**config.mk**
```make
export PLATFORM = sky130hd
export DESIGN_NAME = mips_decode_stage
export DESIGN_NICKNAME = d
export VERILOG_FILES = /design/src/rtl/mips_pkg.sv /design/src/rtl/mips_field_decode.sv /design/src/rtl/mips_decode_stage.sv
export SDC_FILE = /design/constraint.sdc
export NUM_CORES = 1
export LEC_CHECK = 0
export BUFFER_PORTS_ARGS = -buffer_cell sky130_fd_sc_hd__buf_4
export CAP_MARGIN = 0
export CORE_AREA = 8 8 127 176
export DETAILED_ROUTE_END_ITERATION = 16
export DIE_AREA = 0 0 135 184
export GPL_ROUTABILITY_DRIVEN = 0
export MAX_ROUTING_LAYER = met4
export PLACE_DENSITY = 0.77
export SYNTH_ARGS = -nofsm -noshare
export SYNTH_HDL_FRONTEND = slang
export SYNTH_SLANG_ARGS = --single-unit
export TNS_END_PERCENT = 30
```
**constraint.sdc**
```tcl
create_clock -name clk -period 1.9 [get_ports clk]
set_clock_uncertainty 0.2 [all_clocks]
set_input_delay 0 -clock clk [delete_from_list [all_inputs] [get_ports clk]]
set_output_delay 0 -clock clk [all_outputs]
set_load 0.005 [all_outputs]
```
**src/rtl/mips_pkg.sv**
```systemverilog
// Shared types for the MIPS-I decode stage: instruction classes, opcodes, decoded payload.
// Payload XLEN fields are sized for the widest legal XLEN; narrower builds use the low bits.
package mips_pkg;

    localparam int XLEN_MAX = 64;

    typedef enum logic [2:0] {
        CLS_R     = 3'd0,
        CLS_J     = 3'd1,
        CLS_BR    = 3'd2,
        CLS_LD    = 3'd3,
        CLS_ST    = 3'd4,
        CLS_ALUI  = 3'd5,
        CLS_OTHER = 3'd6
    } instr_class_e;

    typedef enum logic [1:0] {
        ST_EMPTY,
        ST_ONE,
        ST_TWO
    } skid_state_e;

    localparam logic [5:0] OP_RTYPE  = 6'h00;
    localparam logic [5:0] OP_REGIMM = 6'h01;
    localparam logic [5:0] OP_J      = 6'h02;
    localparam logic [5:0] OP_JAL    = 6'h03;
    localparam logic [5:0] OP_BEQ    = 6'h04;
    localparam logic [5:0] OP_BGTZ   = 6'h07;
    localparam logic [5:0] OP_ADDI   = 6'h08;
    localparam logic [5:0] OP_ANDI   = 6'h0C;
    localparam logic [5:0] OP_ORI    = 6'h0D;
    localparam logic [5:0] OP_XORI   = 6'h0E;
    localparam logic [5:0] OP_LUI    = 6'h0F;
    localparam logic [5:0] OP_LB     = 6'h20;
    localparam logic [5:0] OP_LHU    = 6'h25;
    localparam logic [5:0] OP_SB     = 6'h28;
    localparam logic [5:0] OP_SH     = 6'h29;
    localparam logic [5:0] OP_SW     = 6'h2B;

    typedef struct packed {
        logic [XLEN_MAX-1:0] pc;
        logic [5:0]          opcode;
        logic [4:0]          rs;
        logic [4:0]          rt;
        logic [4:0]          rd;
        logic [4:0]          shamt;
        logic [5:0]          funct;
        logic [XLEN_MAX-1:0] imm;
        logic [XLEN_MAX-1:0] jtarget;
        instr_class_e        cls;
        logic                illegal;
    } decoded_t;

    function automatic logic funct_implemented(input logic [5:0] f);
        case (f)
            6'h00, 6'h02, 6'h03, 6'h04, 6'h06, 6'h07, 6'h08, 6'h09,
            6'h10, 6'h11, 6'h12, 6'h13, 6'h18, 6'h19, 6'h1A, 6'h1B,
            6'h20, 6'h21, 6'h22, 6'h23, 6'h24, 6'h25, 6'h26, 6'h27,
            6'h2A, 6'h2B: return 1'b1;
            default:      return 1'b0;
        endcase
    endfunction

endpackage

```
**src/rtl/mips_field_decode.sv**
```systemverilog
// Field split, immediate extension, jump target and class of one instruction.
// Latency: combinational. Backpressure: none, pure function of instr/pc.
// Illegal flag is always computed; the stage decides whether to expose it.
module mips_field_decode
    import mips_pkg::*;
#(
    parameter int XLEN = 32
) (
    input  logic [31:0]     instr,
    input  logic [XLEN-1:0] pc,
    output decoded_t        dec
);

    logic [5:0]       opcode;
    logic [15:0]      imm16;
    logic [XLEN-1:28] pc4_hi;
    instr_class_e     cls;

    assign opcode = instr[31:26];
    assign imm16  = instr[15:0];

    // Only the top bits of pc+4 reach the target: carry into bit 28 iff pc[27:2] is all ones.
    assign pc4_hi = pc[XLEN-1:28] + (XLEN-28)'(&pc[27:2]);

    always_comb begin
        cls = CLS_OTHER;
        case (opcode) inside
            OP_RTYPE:              cls = CLS_R;
            [OP_J:OP_JAL]:         cls = CLS_J;
            OP_REGIMM,
            [OP_BEQ:OP_BGTZ]:      cls = CLS_BR;
            [OP_LB:OP_LHU]:        cls = CLS_LD;
            OP_SB, OP_SH, OP_SW:   cls = CLS_ST;
            [OP_ADDI:OP_LUI]:      cls = CLS_ALUI;
            default:               cls = CLS_OTHER;
        endcase
    end

    always_comb begin
        dec         = '0;
        dec.pc      = XLEN_MAX'(pc);
        dec.opcode  = opcode;
        dec.rs      = instr[25:21];
        dec.rt      = instr[20:16];
        dec.rd      = instr[15:11];
        dec.shamt   = instr[10:6];
        dec.funct   = instr[5:0];
        case (opcode)
            OP_ANDI, OP_ORI, OP_XORI: dec.imm = {48'h0, imm16};
            OP_LUI:                   dec.imm = {{32{imm16[15]}}, imm16, 16'h0};
            default:                  dec.imm = {{48{imm16[15]}}, imm16};
        endcase
        dec.jtarget = XLEN_MAX'({pc4_hi, instr[25:0], 2'b00});
        dec.cls     = cls;
        dec.illegal = (cls == CLS_OTHER) ||
                      ((cls == CLS_R) && !funct_implemented(instr[5:0]));
    end

endmodule

```
**src/rtl/mips_decode_stage.sv**
```systemverilog
// Registered MIPS-I decode stage with a 2-entry skid; optional out_illegal via DECODE_ILLEGAL_EN.
// Latency: 1 cycle accept to out_valid. Backpressure: holds up to 2, in_ready=0 only when both full.
// flush empties the stage on the next edge and drops any instruction offered in that cycle.
module mips_decode_stage
    import mips_pkg::*;
#(
    parameter int XLEN = 32
) (
    input  logic            clk,
    input  logic            rst_n,
    input  logic            flush,
    input  logic            in_valid,
    output logic            in_ready,
    input  logic [31:0]     in_instr,
    input  logic [XLEN-1:0] in_pc,
    output logic            out_valid,
    input  logic            out_ready,
    output logic [XLEN-1:0] out_pc,
    output logic [5:0]      out_opcode,
    output logic [4:0]      out_rs,
    output logic [4:0]      out_rt,
    output logic [4:0]      out_rd,
    output logic [4:0]      out_shamt,
    output logic [5:0]      out_funct,
    output logic [XLEN-1:0] out_imm,
    output logic [XLEN-1:0] out_jtarget,
`ifdef DECODE_ILLEGAL_EN
    output logic            out_illegal,
`endif
    output logic [2:0]      out_class
);

    skid_state_e state_q, state_d;
    decoded_t    dec, out_q, skid_q;
    logic        accept, drain, load_out, load_skid, from_skid;

    mips_field_decode #(.XLEN(XLEN)) u_field_decode (
        .instr (in_instr),
        .pc    (in_pc),
        .dec   (dec)
    );

    assign in_ready  = (state_q != ST_TWO);
    assign out_valid = (state_q != ST_EMPTY);
    assign accept    = in_valid & in_ready;
    assign drain     = out_valid & out_ready;

    always_comb begin
        state_d   = state_q;
        load_out  = 1'b0;
        load_skid = 1'b0;
        from_skid = 1'b0;
        if (flush) begin
            state_d = ST_EMPTY;
        end else begin
            case (state_q)
                ST_EMPTY: if (accept) begin
                    load_out = 1'b1;
                    state_d  = ST_ONE;
                end
                ST_ONE: begin
                    if (accept && !drain) begin
                        load_skid = 1'b1;
                        state_d   = ST_TWO;
                    end else if (accept && drain) begin
                        load_out = 1'b1;
                    end else if (drain) begin
                        state_d = ST_EMPTY;
                    end
                end
                ST_TWO: if (drain) begin
                    load_out  = 1'b1;
                    from_skid = 1'b1;
                    state_d   = ST_ONE;
                end
                default: state_d = ST_EMPTY;
            endcase
        end
    end

    always_ff @(posedge clk or negedge rst_n) begin
        if (!rst_n) begin
            state_q <= ST_EMPTY;
            out_q   <= '0;
            skid_q  <= '0;
        end else begin
            state_q <= state_d;
            if (load_out)  out_q  <= from_skid ? skid_q : dec;
            if (load_skid) skid_q <= dec;
        end
    end

    assign out_pc      = out_q.pc[XLEN-1:0];
    assign out_opcode  = out_q.opcode;
    assign out_rs      = out_q.rs;
    assign out_rt      = out_q.rt;
    assign out_rd      = out_q.rd;
    assign out_shamt   = out_q.shamt;
    assign out_funct   = out_q.funct;
    assign out_imm     = out_q.imm[XLEN-1:0];
    assign out_jtarget = out_q.jtarget[XLEN-1:0];
    assign out_class   = out_q.cls;

`ifdef DECODE_ILLEGAL_EN
    assign out_illegal = out_q.illegal;
    logic unused_hi;
    assign unused_hi = ^{out_q.pc >> XLEN, out_q.imm >> XLEN, out_q.jtarget >> XLEN};
`else
    logic unused_hi;
    assign unused_hi = ^{out_q.pc >> XLEN, out_q.imm >> XLEN, out_q.jtarget >> XLEN,
                         out_q.illegal};
`endif

endmodule
```
==> summary.md, run 1 <==
| Metric | Value |
|---|---|
| Status | finished, violations left |
| Failing checks | negative setup slack |
| Initial drt markers | 610 |
| Initial antenna violation count | 0 |
| CP max-delay cell | dfrtp_2 |
| Yosys reg bits | 208 |
| Global-route met1 utilization | 26.8% |
| RSZ-0062 raised after global routing | yes |
| CTS tree | done |
| Crit path buf inv count | 4 |
| Worst Max-Slew Pin Slew | 0.545 ns |
| N_diodes | 0 |
| CTS max path bufs | 3 |
| Sequential element share of the synthesized area | 55.0% |
| R2R depth | 8 |
| Area of the core | 19,700 sq um |
| Global-route usage over all layers | 23.1% |
| Total wire length | 28,800 um |
| Vias in the first global route | 8,237 |
| Critical path, cell by cell | buf_6 > nand3b_1 > buf_4 > nor3_4 > buf_4 > buf_12 > nand2_1 > nand2_1 |
| Port buffer count | 199 |
| Wire per inst | 19.3 um |
| Layout area overhead | 37.3% |
| Initial Util | 48.1% |
| Fin crit period | 1.98 ns |
| Startpoint types | register |
| Critical Path Max Stage Delay | 0.45 ns |
| CP Depth | 8 |
| Worst vdd ir | 976 uV |
| Area leader, netlist | dfrtp_1 |
| Die Y | 184 um |
| Clock Sinks | 208 |
| Detail Placement HPWL | 18,200 um |
| Power per cell area | 991 nW/um^2 |
| Synthesized instance count | 975 |
| Total CTS buffers | 21 |
| Critical Path AT | 2.21 ns |
| CP Class | register to register |
| Total of max-cap violations | 0 |
| Period utilization | 104% |
| Final setup fails | 57 |
| Worst-Skew Late Latency | 0.49 ns |
| GR Util met3 | 3.34% |
| Synth area leaders | dfrtp_1 (55%), o21ai_0 (10%), nand2_1 (10%) |
| Cell leakage power | 6.01 nW |
| Post-synth top area share | 55.0% |
| Max Fclk | 0.506 GHz |
| Worst Path Max Fanout | 24 |
| Slew Limit Headroom | 63.6% |
| Num rows | 61 |
| CTS clk-pin slew, worst paths | 0.06 ns |
| CP delay by family, top | buffers and inverters |
| Final hold vios | 0 |
| Top FF cell, synth | dfrtp_1 |
| First-pass GRT wire length | 45,000 um |
| R2R Path Start | state_q[1] |
| DRC Markers | 0 |
| Via density | 5.47 |
| Die footprint | 24,800 sq um |
| Total gr overflow | 0 |
| Mean Syn Cell Area | 9.71 sq um |
| M2 GR Usage | 39.4% |
| Final Power | 0.0129 W |
| Final Util | 66.0% |
| Num ports | 202 |
| Required @ worst endpoint | 2.13 ns |
| Slew Limit Fails | 0 |
| Nets | 1,299 |
| Die width | 135 um |
| CP startpoint | state_q[1] |
| Worst reg2reg endpoint | skid_q[153] |
| Worst hold margin | 0.0526 ns |
| Yosys Warn Count | 0 |
| Layout cells sized above 1 | 27.6% |
| Via count | 8,157 |
| Root buf cell | clkbuf_16 |
| Most frequent cells in the layout | nand2_1 (253), buf_4 (229), dfrtp_1 (206) |
| Setup ws final | -0.0761 ns |
| H-tree Lvls | 1 |
| Commonest non-fill, non-tap cell in the layout | nand2_1 |
| Hold Path Depth | 4 |
| Cell variety after synth | 47 |
| R2R setup slack | -0.08 ns |
| Mapped Area | 9460 sq um |
| Crit path to | skid_q[153] |
| Hold WC Path Type | input port to register |
| Pin count of the biggest net entering global routing | 58 |
| Async SR Flop Fraction | 100% |
| Drt first pass iters | 5 |
| Setup crit end kind | register |
| Gr busiest metal | met2 |
| Post-synth EDFFs | 0 |
| DRT antenna net count | 0 |
state kept, by name (all words and copies together) (netlist names):
| register | count |
|---|---|
| out_imm | 32 |
| skid_q | 103 |
| out_funct | 5 |
| out_class | 3 |
| state_q | 2 |
| out_shamt | 4 |
| out_rd | 4 |
| out_opcode | 6 |
| out_rs | 4 |
| out_jtarget | 9 |
| out_rt | 4 |
| out_pc | 32 |
stage by stage:
step | instances | worst slack [ns] | area (sq um) | setup TNS [ns]
final | 1492 | -0.0761 | 13000 | -1.69
after global routing | 1492 | -0.133 | 13000 | -7.25
after CTS | 1487 | -0.0574 | 12800 | -1.58
after detailed placement | 1379 | -0.381 | 11300 | -3.50
after global placement | 1379 | -0.180 | 11300 | -0.581
after floorplan | 976 | 0.0620 | 9470 | 0
worst register-to-register path, cell delays in order (launching register included):
cell and delay, ns:
dfrtp_2 0.45, buf_6 0.13, nand3b_1 0.18, buf_4 0.17, nor3_4 0.26, buf_4 0.20
buf_12 0.18, nand2_1 0.08, nand2_1 0.06
how the worst min path moves through the flow:
stage                  from           end  slack [ns]
2_1_floorplan         rst_n  out_class[0]       -0.50
3_3_place_gp          rst_n   skid_q[148]       -0.23
3_5_place_dp          rst_n   skid_q[148]       -0.23
4_1_cts               flush   skid_q[185]       -0.20
5_1_grt        in_instr[17]   skid_q[149]        0.06
6_report       in_instr[19]   skid_q[151]        0.05
cells in the mapped netlist, types with 3 or more instances:
cell type and number:
a21oi_1 18, a221oi_1 15, nor2_1 21, buf_1 3, buf_6 8, nand2b_1 5
nand3_1 16, buf_2 21, mux2_2 17, clkbuf_1 34, nor2b_1 4, nand4_1 6
dfrtp_1 208, buf_4 33, mux2i_1 68, o21ai_0 190, inv_1 3, nand2_1 253
a21o_1 15
routing by layer:
| metal | wire (um) | vias to the layer above |
|---|---|---|
| li1 | - | 3799 |
| met1 | 11000 | 4016 |
| met2 | 15100 | 280 |
| met3 | 1610 | 62 |
| met4 | 1070 | 0 |
| met5 | 0 | - |
what timing repair did:
| action | 4_1_cts | 5_1_grt |
|---|---|---|
| hold endpoints to repair | 416 | 83 |
| pin swaps | 4 | 4 |
| gates cloned | 1 | 1 |
| setup buffers | 2 | 3 |
| hold buffers | 70 | 1 |
| resized for setup | 26 | 47 |
| endpoints found under the setup margin | 107 | 189 |
layout make-up:
type / count / area, sq um
well taps: 252 / 315
fillers: 1507 / 6700
flip-flops and latches: 208 / 5210
clock buffers: 27 / 588
clock inverters: 8 / 119
multi-input cells: 664 / 3780
inverters: 3 / 11.3
repair buffers: 330 / 2970
where the power goes:
part | total, W | switching [W] | internal [W]
Clock | 0.00427 | 0.00169 | 0.00258
Sequential | 0.00600 | 0.000594 | 0.00541
Combinational | 0.00261 | 0.00122 | 0.00139
Total | 0.0129 | 0.00350 | 0.00938
cells by family (layout without fill, tap and decap cells):
kind of cell,after synthesis,after routing,share of synthesized area (%)
AOI/OAI and AO/OA,253,253,14.9
and+or+nand+nor,318,318,13.8
muxes,86,86,9.33
xor gates and xnor gates,3,3,0.278
buffers and inverters,104,368,6.37
other,1,2,0.0396
adders and majority gates,2,2,0.264
DFF,208,208,55.0
Note: power is estimated with default switching activity, not from simulation.
==> run 2: changes to the inputs <==
--- a/config.mk
+++ b/config.mk
@@ -7,13 +7,15 @@
 export LEC_CHECK = 0
 export BUFFER_PORTS_ARGS = -buffer_cell sky130_fd_sc_hd__buf_4
 export CAP_MARGIN = 0
-export CORE_AREA = 8 8 127 176
+export CORE_AREA = 8 8 145 201
+export CTS_CLUSTER_SIZE = 40
 export DETAILED_ROUTE_END_ITERATION = 16
-export DIE_AREA = 0 0 135 184
+export DIE_AREA = 0 0 153 209
 export GPL_ROUTABILITY_DRIVEN = 0
 export MAX_ROUTING_LAYER = met4
-export PLACE_DENSITY = 0.77
+export PLACE_DENSITY = 0.78
 export SYNTH_ARGS = -nofsm -noshare
 export SYNTH_HDL_FRONTEND = slang
+export SYNTH_HIERARCHICAL = 1
 export SYNTH_SLANG_ARGS = --single-unit
 export TNS_END_PERCENT = 30
==> run 2 against run 1 <==
  * The run still ends with negative setup slack left
  * Register-to-register slack lost 0.16 ns
  * Worst hold slack lost 0.043 ns
  * Synthesized area grew 33%
  * Sequential cell count grew 56
  * Core utilization shrank 3.9 points
  * Combinational power grew 38%
  * Count of clock-buffer cells in the layout grew 7
  * Critical endpoint is now out_pc[20]
  * Routed wire length shrank 0.86%
  * Largest power group unchanged
  * Maximum frequency shrank 7.5%
==> summary.md, run 2 <==
| Metric | Value |
|---|---|
| Critical Path AT | 2.34 ns |
| Global-route usage over all layers | 18.0% |
| Total of max-cap violations | 0 |
| Num rows | 70 |
| Hold Path Sink | out_jtarget[7] |
| Worst reg2reg endpoint | out_pc[20] |
| Vias in the first global route | 8,470 |
| First-pass GRT wire length | 46,000 um |
| Port buffer count | 201 |
| Final Util | 62.1% |
| Required @ worst endpoint | 2.11 ns |
| Most frequent cells in the layout | mux2_2 (288), dfrtp_1 (264), buf_4 (241) |
| Power per cell area | 1030 nW/um^2 |
| Root buf cell | clkbuf_16 |
| Num ports | 202 |
| RSZ-0062 raised after global routing | yes |
| Initial drt markers | 284 |
| Critical path, cell by cell | nor4bb_4 > buf_4 > buf_12 > mux2_1 > mux2_2 |
| Nets | 1,172 |
| Worst Max-Slew Pin Slew | 0.846 ns |
| CTS max path bufs | 3 |
| Layout area overhead | 28.4% |
| Yosys Warn Count | 6 |
| Drt first pass iters | 4 |
| Final hold vios | 0 |
| Wire per inst | 19.8 um |
| Fin crit period | 2.14 ns |
| Hold WC Path Type | input port to register |
| Setup crit end kind | register |
| Worst-Skew Late Latency | 0.52 ns |
| M2 GR Usage | 31.4% |
| CP max-delay cell | dfrtp_1 |
| Total wire length | 28,500 um |
| Failing checks | negative setup slack |
| Die Y | 209 um |
| Finished Cell Area | 16,200 sq um |
| Synthesized instance count | 877 |
| Via density | 5.27 |
| Hold Path Depth | 5 |
| Startpoint types | register |
| Slew Limit Fails | 0 |
| Global-route met1 utilization | 20.7% |
| Gr busiest metal | met2 |
| H-tree Lvls | 1 |
| Max reg flops | 131 |
| DRT antenna net count | 0 |
| Mapped Area | 12,600 sq um |
| Final setup fails | 129 |
| Max Fclk | 0.468 GHz |
| Cell leakage power | 7.41 nW |
| R2R Path Start | state_q[0] |
| Area of the core | 26,000 sq um |
| Worst hold margin | 0.00913 ns |
| Filler cell count | 1,888 |
| Final Power | 0.0166 W |
| Mean Syn Cell Area | 14.3 sq um |
| R2R depth | 5 |
| Placed Area | 14,300 sq um |
| Detail Placement HPWL | 19,100 um |
| R2R setup slack | -0.24 ns |
| Worst vdd ir | 863 uV |
| Pin count of the biggest net entering global routing | 79 |
| DRC Markers | 0 |
| CP Class | register to register |
| Hold path startpoint | flush |
| Status | finished, violations left |
| CTS clk-pin slew, worst paths | 0.06 ns |
| CTS tree | done |
| Die width | 153 um |
| N_diodes | 0 |
| Total gr overflow | 0 |
| Via count | 7,616 |
| Clock Sinks | 264 |
| GR Util met3 | 3.68% |
| Critical Path Max Stage Delay | 0.40 ns |
| Initial antenna violation count | 0 |
| Worst Path Max Fanout | 17 |
| Slew Limit Headroom | 43.3% |
| Layout cells sized above 1 | 60.7% |
| Total CTS buffers | 26 |
| Commonest non-fill, non-tap cell in the layout | mux2_2 |
| Period utilization | 112% |
| Die footprint | 32,000 sq um |
| Initial Util | 48.4% |
| Setup ws final | -0.236 ns |
| Top reg by flops | skid_q |
run 2: worst max path at each step:
stage,from,to,slack (ns),cells past startpoint
2_1_floorplan,state_q[0],out_jtarget[10],-0.15,7
3_3_place_gp,in_pc[10],out_jtarget[31],-0.45,10
3_5_place_dp,in_pc[10],out_jtarget[30],-0.44,10
4_1_cts,state_q[0],out_pc[3],-0.25,5
5_1_grt,state_q[0],out_pc[20],-0.33,5
6_report,state_q[0],out_pc[20],-0.24,5
run 2: final cells by class:
class	instances	area, sq um	share of cell area, %
sequential	264	6610	40.9
multi-input combinational	473	5310	32.8
timing repair buffer	335	2960	18.3
clock buffer	34	732	4.53
tap	324	405	2.51
clock inverter	14	149	0.921
inverter	1	3.75	0.0232
run 2: routing by layer:
layer,up-vias,wire length [um]
li1,3464,-
met1,3900,11800
met2,199,14500
met3,53,1520
met4,0,677
met5,-,0
run 2: report_power, final:
group | leakage [nW] | total, W | internal, W | switching (W)
clock | 0.445 | 0.00528 | 0.00312 | 0.00216
sequential | 3.17 | 0.00776 | 0.00701 | 0.000747
combinational | 3.80 | 0.00359 | 0.00236 | 0.00123
total | 7.41 | 0.0166 | 0.0125 | 0.00414
run 2: metrics by stage:
stage	instances	worst slack [ns]	TNS, ns
2_1_floorplan	878	-0.154	-16.79
5_1_grt	1445	-0.333	-34.36
3_5_place_dp	1327	-0.437	-24.24
4_1_cts	1444	-0.246	-23.56
6_report	1445	-0.236	-22.43
3_3_place_gp	1327	-0.451	-22.75
run 2: what timing repair did:
item                       4_1_cts  5_1_grt
resized for setup               48       23
hold endpoints to repair       524        4
pin swaps                        1        0
setup buffers                    0        0
hold buffers                    69        1
setup endpoints to repair      131      207
run 2: worst max-delay path, delay by kind of cell (launching register included):
kind	cells	cell delay, ns
buffers and inverters	2	0.43
muxes	2	0.62
DFF	1	0.40
and+or+nand+nor	1	0.35
==> run 3: changes to the inputs <==
--- a/config.mk
+++ b/config.mk
@@ -7,10 +7,10 @@
 export LEC_CHECK = 0
 export BUFFER_PORTS_ARGS = -buffer_cell sky130_fd_sc_hd__buf_4
 export CAP_MARGIN = 0
-export CORE_AREA = 8 8 145 201
+export CORE_AREA = 8 8 156 187
 export CTS_CLUSTER_SIZE = 40
 export DETAILED_ROUTE_END_ITERATION = 16
-export DIE_AREA = 0 0 153 209
+export DIE_AREA = 0 0 164 195
 export GPL_ROUTABILITY_DRIVEN = 0
 export MAX_ROUTING_LAYER = met4
 export PLACE_DENSITY = 0.78
==> run 3 against run 2 <==
  * The flow still finishes with violations (negative setup slack)
  * Final cell count grew 1.3%
  * Largest cell class unchanged
  * Clock power grew 4.2%
  * Routed wire length shrank 1.0%
  * Combinational power shrank 3%
  * Critical path depth is the same
  * Critical path type unchanged
==> summary.md, run 3 (same netlist as run 2, synthesis figures left out) <==
| Metric | Value |
|---|---|
| Pin count of the biggest net entering global routing | 56 |
| Filler cell count | 1,893 |
| Total of max-cap violations | 0 |
| P_int | 0.0126 W |
| Switch Pwr | 0.00415 W |
| Port buffer count | 201 |
| Final cell count without fillers | 1,464 |
| Slew Limit Fails | 0 |
| Drt first pass iters | 4 |
| CTS max path bufs | 3 |
| Max Fclk | 0.473 GHz |
| Fin crit period | 2.11 ns |
| DRT antenna net count | 0 |
| Clk pwr share | 32.9% |
| Root buf cell | clkbuf_16 |
| Sw Ratio | 24.8% |
| CTS tree | done |
| Failing checks | negative setup slack |
| Hold WC Path Type | input port to register |
| Clock Sinks | 264 |
| Die footprint | 32,000 sq um |
| Final hold vios | 0 |
| Required @ worst endpoint | 2.11 ns |
| CP Class | register to register |
| Nets | 1,179 |
| Critical path, cell by cell | nor4bb_4 > buf_12 > buf_12 > mux2_2 > mux2_2 |
| Initial Util | 48.2% |
| Global-route usage over all layers | 18.1% |
| Top reg by flops | skid_q |
| Initial drt markers | 323 |
| Vias in the first global route | 8,443 |
| Placed cell count | 1,342 |
| Cell leakage power | 7.28 nW |
| Final Power | 0.0167 W |
| Total wire length | 28,300 um |
| Final setup fails | 131 |
| Gate power share | 20.8% |
| Detail Placement HPWL | 18,700 um |
| Worst vdd ir | 788 uV |
| Initial antenna violation count | 0 |
| Worst-Skew Late Latency | 0.54 ns |
| Via count | 7,520 |
| Setup TNS | -21.40 ns |
| Period utilization | 111% |
| Total CTS buffers | 28 |
| RSZ-0062 raised after global routing | yes |
| H-tree Lvls | 1 |
| N_diodes | 0 |
| Die Y | 195 um |
| Startpoint types | register |
| Area of the core | 26,100 sq um |
| Num ports | 202 |
| Power per cell area | 1040 nW/um^2 |
| Flop pwr share | 46.3% |
| Setup WS pre-CTS | -0.496 ns |
| Num rows | 65 |
| Status | finished, violations left |
| Setup crit end kind | register |
| Worst Path Max Fanout | 20 |
| Critical Path Max Stage Delay | 0.41 ns |
| DRC Markers | 0 |
| Most frequent cells in the layout | mux2_2 (322), dfrtp_1 (264), buf_4 (249) |
| Final Util | 61.5% |
| Layout area overhead | 27.6% |
| First-pass GRT wire length | 46,000 um |
| Via density | 5.14 |
| Die width | 164 um |
| Commonest non-fill, non-tap cell in the layout | mux2_2 |
| Layout cells sized above 1 | 59.6% |
| Wire per inst | 19.3 um |
| Total gr overflow | 0 |
| Setup ws final | -0.213 ns |
| Critical Path AT | 2.32 ns |
| CTS clk-pin slew, worst paths | 0.06 ns |
| CP max-delay cell | dfrtp_1 |
| Max reg flops | 131 |
## run 3: cell types whose count changed in the layout (fill, tap and decap cells not counted), sizes merged
cell and delta:
clkbuf +6, bufinv -1, inv +1, clkinvlp +2, buf +5, clkinv -5
## run 3: worst max-delay path: cells and delay by family (launching register included)
kind | cells | cell delay [ns]
muxes | 2 | 0.62
and+or+nand+nor | 1 | 0.33
DFF | 1 | 0.41
buffers and inverters | 2 | 0.41
## run 3: through the flow
stage	hold slack, ns	cell area, sq um
detailed placement	-0.235	14300
floorplan	-0.496	12700
global placement	-0.235	14300
global route	0.0595	16100
CTS	0.0374	16000
finish	0.0573	16100
## run 3: what timing repair did
| action | CTS | global route |
|---|---|---|
| endpoints found under the setup margin | 131 | 233 |
| hold buffers | 70 | 0 |
| pin swaps | 0 | 0 |
| gates resized for setup | 7 | 12 |
| setup buffers | 1 | 0 |
| hold endpoints to repair | 524 | 0 |
## run 3: area by class of cell
cell class | instances | area [sq um] | area share, %
inverters | 1 | 3.75 | 0.0234
well taps | 335 | 419 | 2.61
repair buffers | 340 | 2970 | 18.5
multi-input cells | 473 | 5120 | 31.9
flip-flops and latches | 264 | 6610 | 41.1
clock buffers | 40 | 827 | 5.15
clock inverters | 11 | 114 | 0.709
## run 3: worst paths after layout
kind	to	startpoint	slack, ns	depth (start not counted)
setup / recovery	out_shamt[4]	state_q[0]	-0.21	5
max in group asynchronous	out_imm[9]	rst_n	0.51	4
setup reg to reg	out_shamt[4]	state_q[0]	-0.21	5
hold / removal	skid_q[164]	in_pc[0]	0.06	3
min in group asynchronous	skid_q[173]	rst_n	0.32	3
hold reg to reg	skid_q[7]	skid_q[7]	0.30	1
## run 3: power by group through the flow
stage | clock (W) | combinational (W) | sequential [W]
after floorplan | 0 | 0.00180 | 0.00767
after global placement | 0 | 0.00329 | 0.00774
after detailed placement | 0 | 0.00339 | 0.00781
after CTS | 0.00565 | 0.00353 | 0.00773
after global routing | 0.00587 | 0.00378 | 0.00791
final | 0.00550 | 0.00348 | 0.00774
## run 3: routing by layer
layer / track usage [%] / vias to the layer above / share of wire (%)
li1: - / 3473 / -
met1: 21.9 / 3822 / 42
met2: 30.5 / 186 / 49
met3: 4.19 / 39 / 6.9
met4: 3.84 / 0 / 1.5
met5: - / - / 0
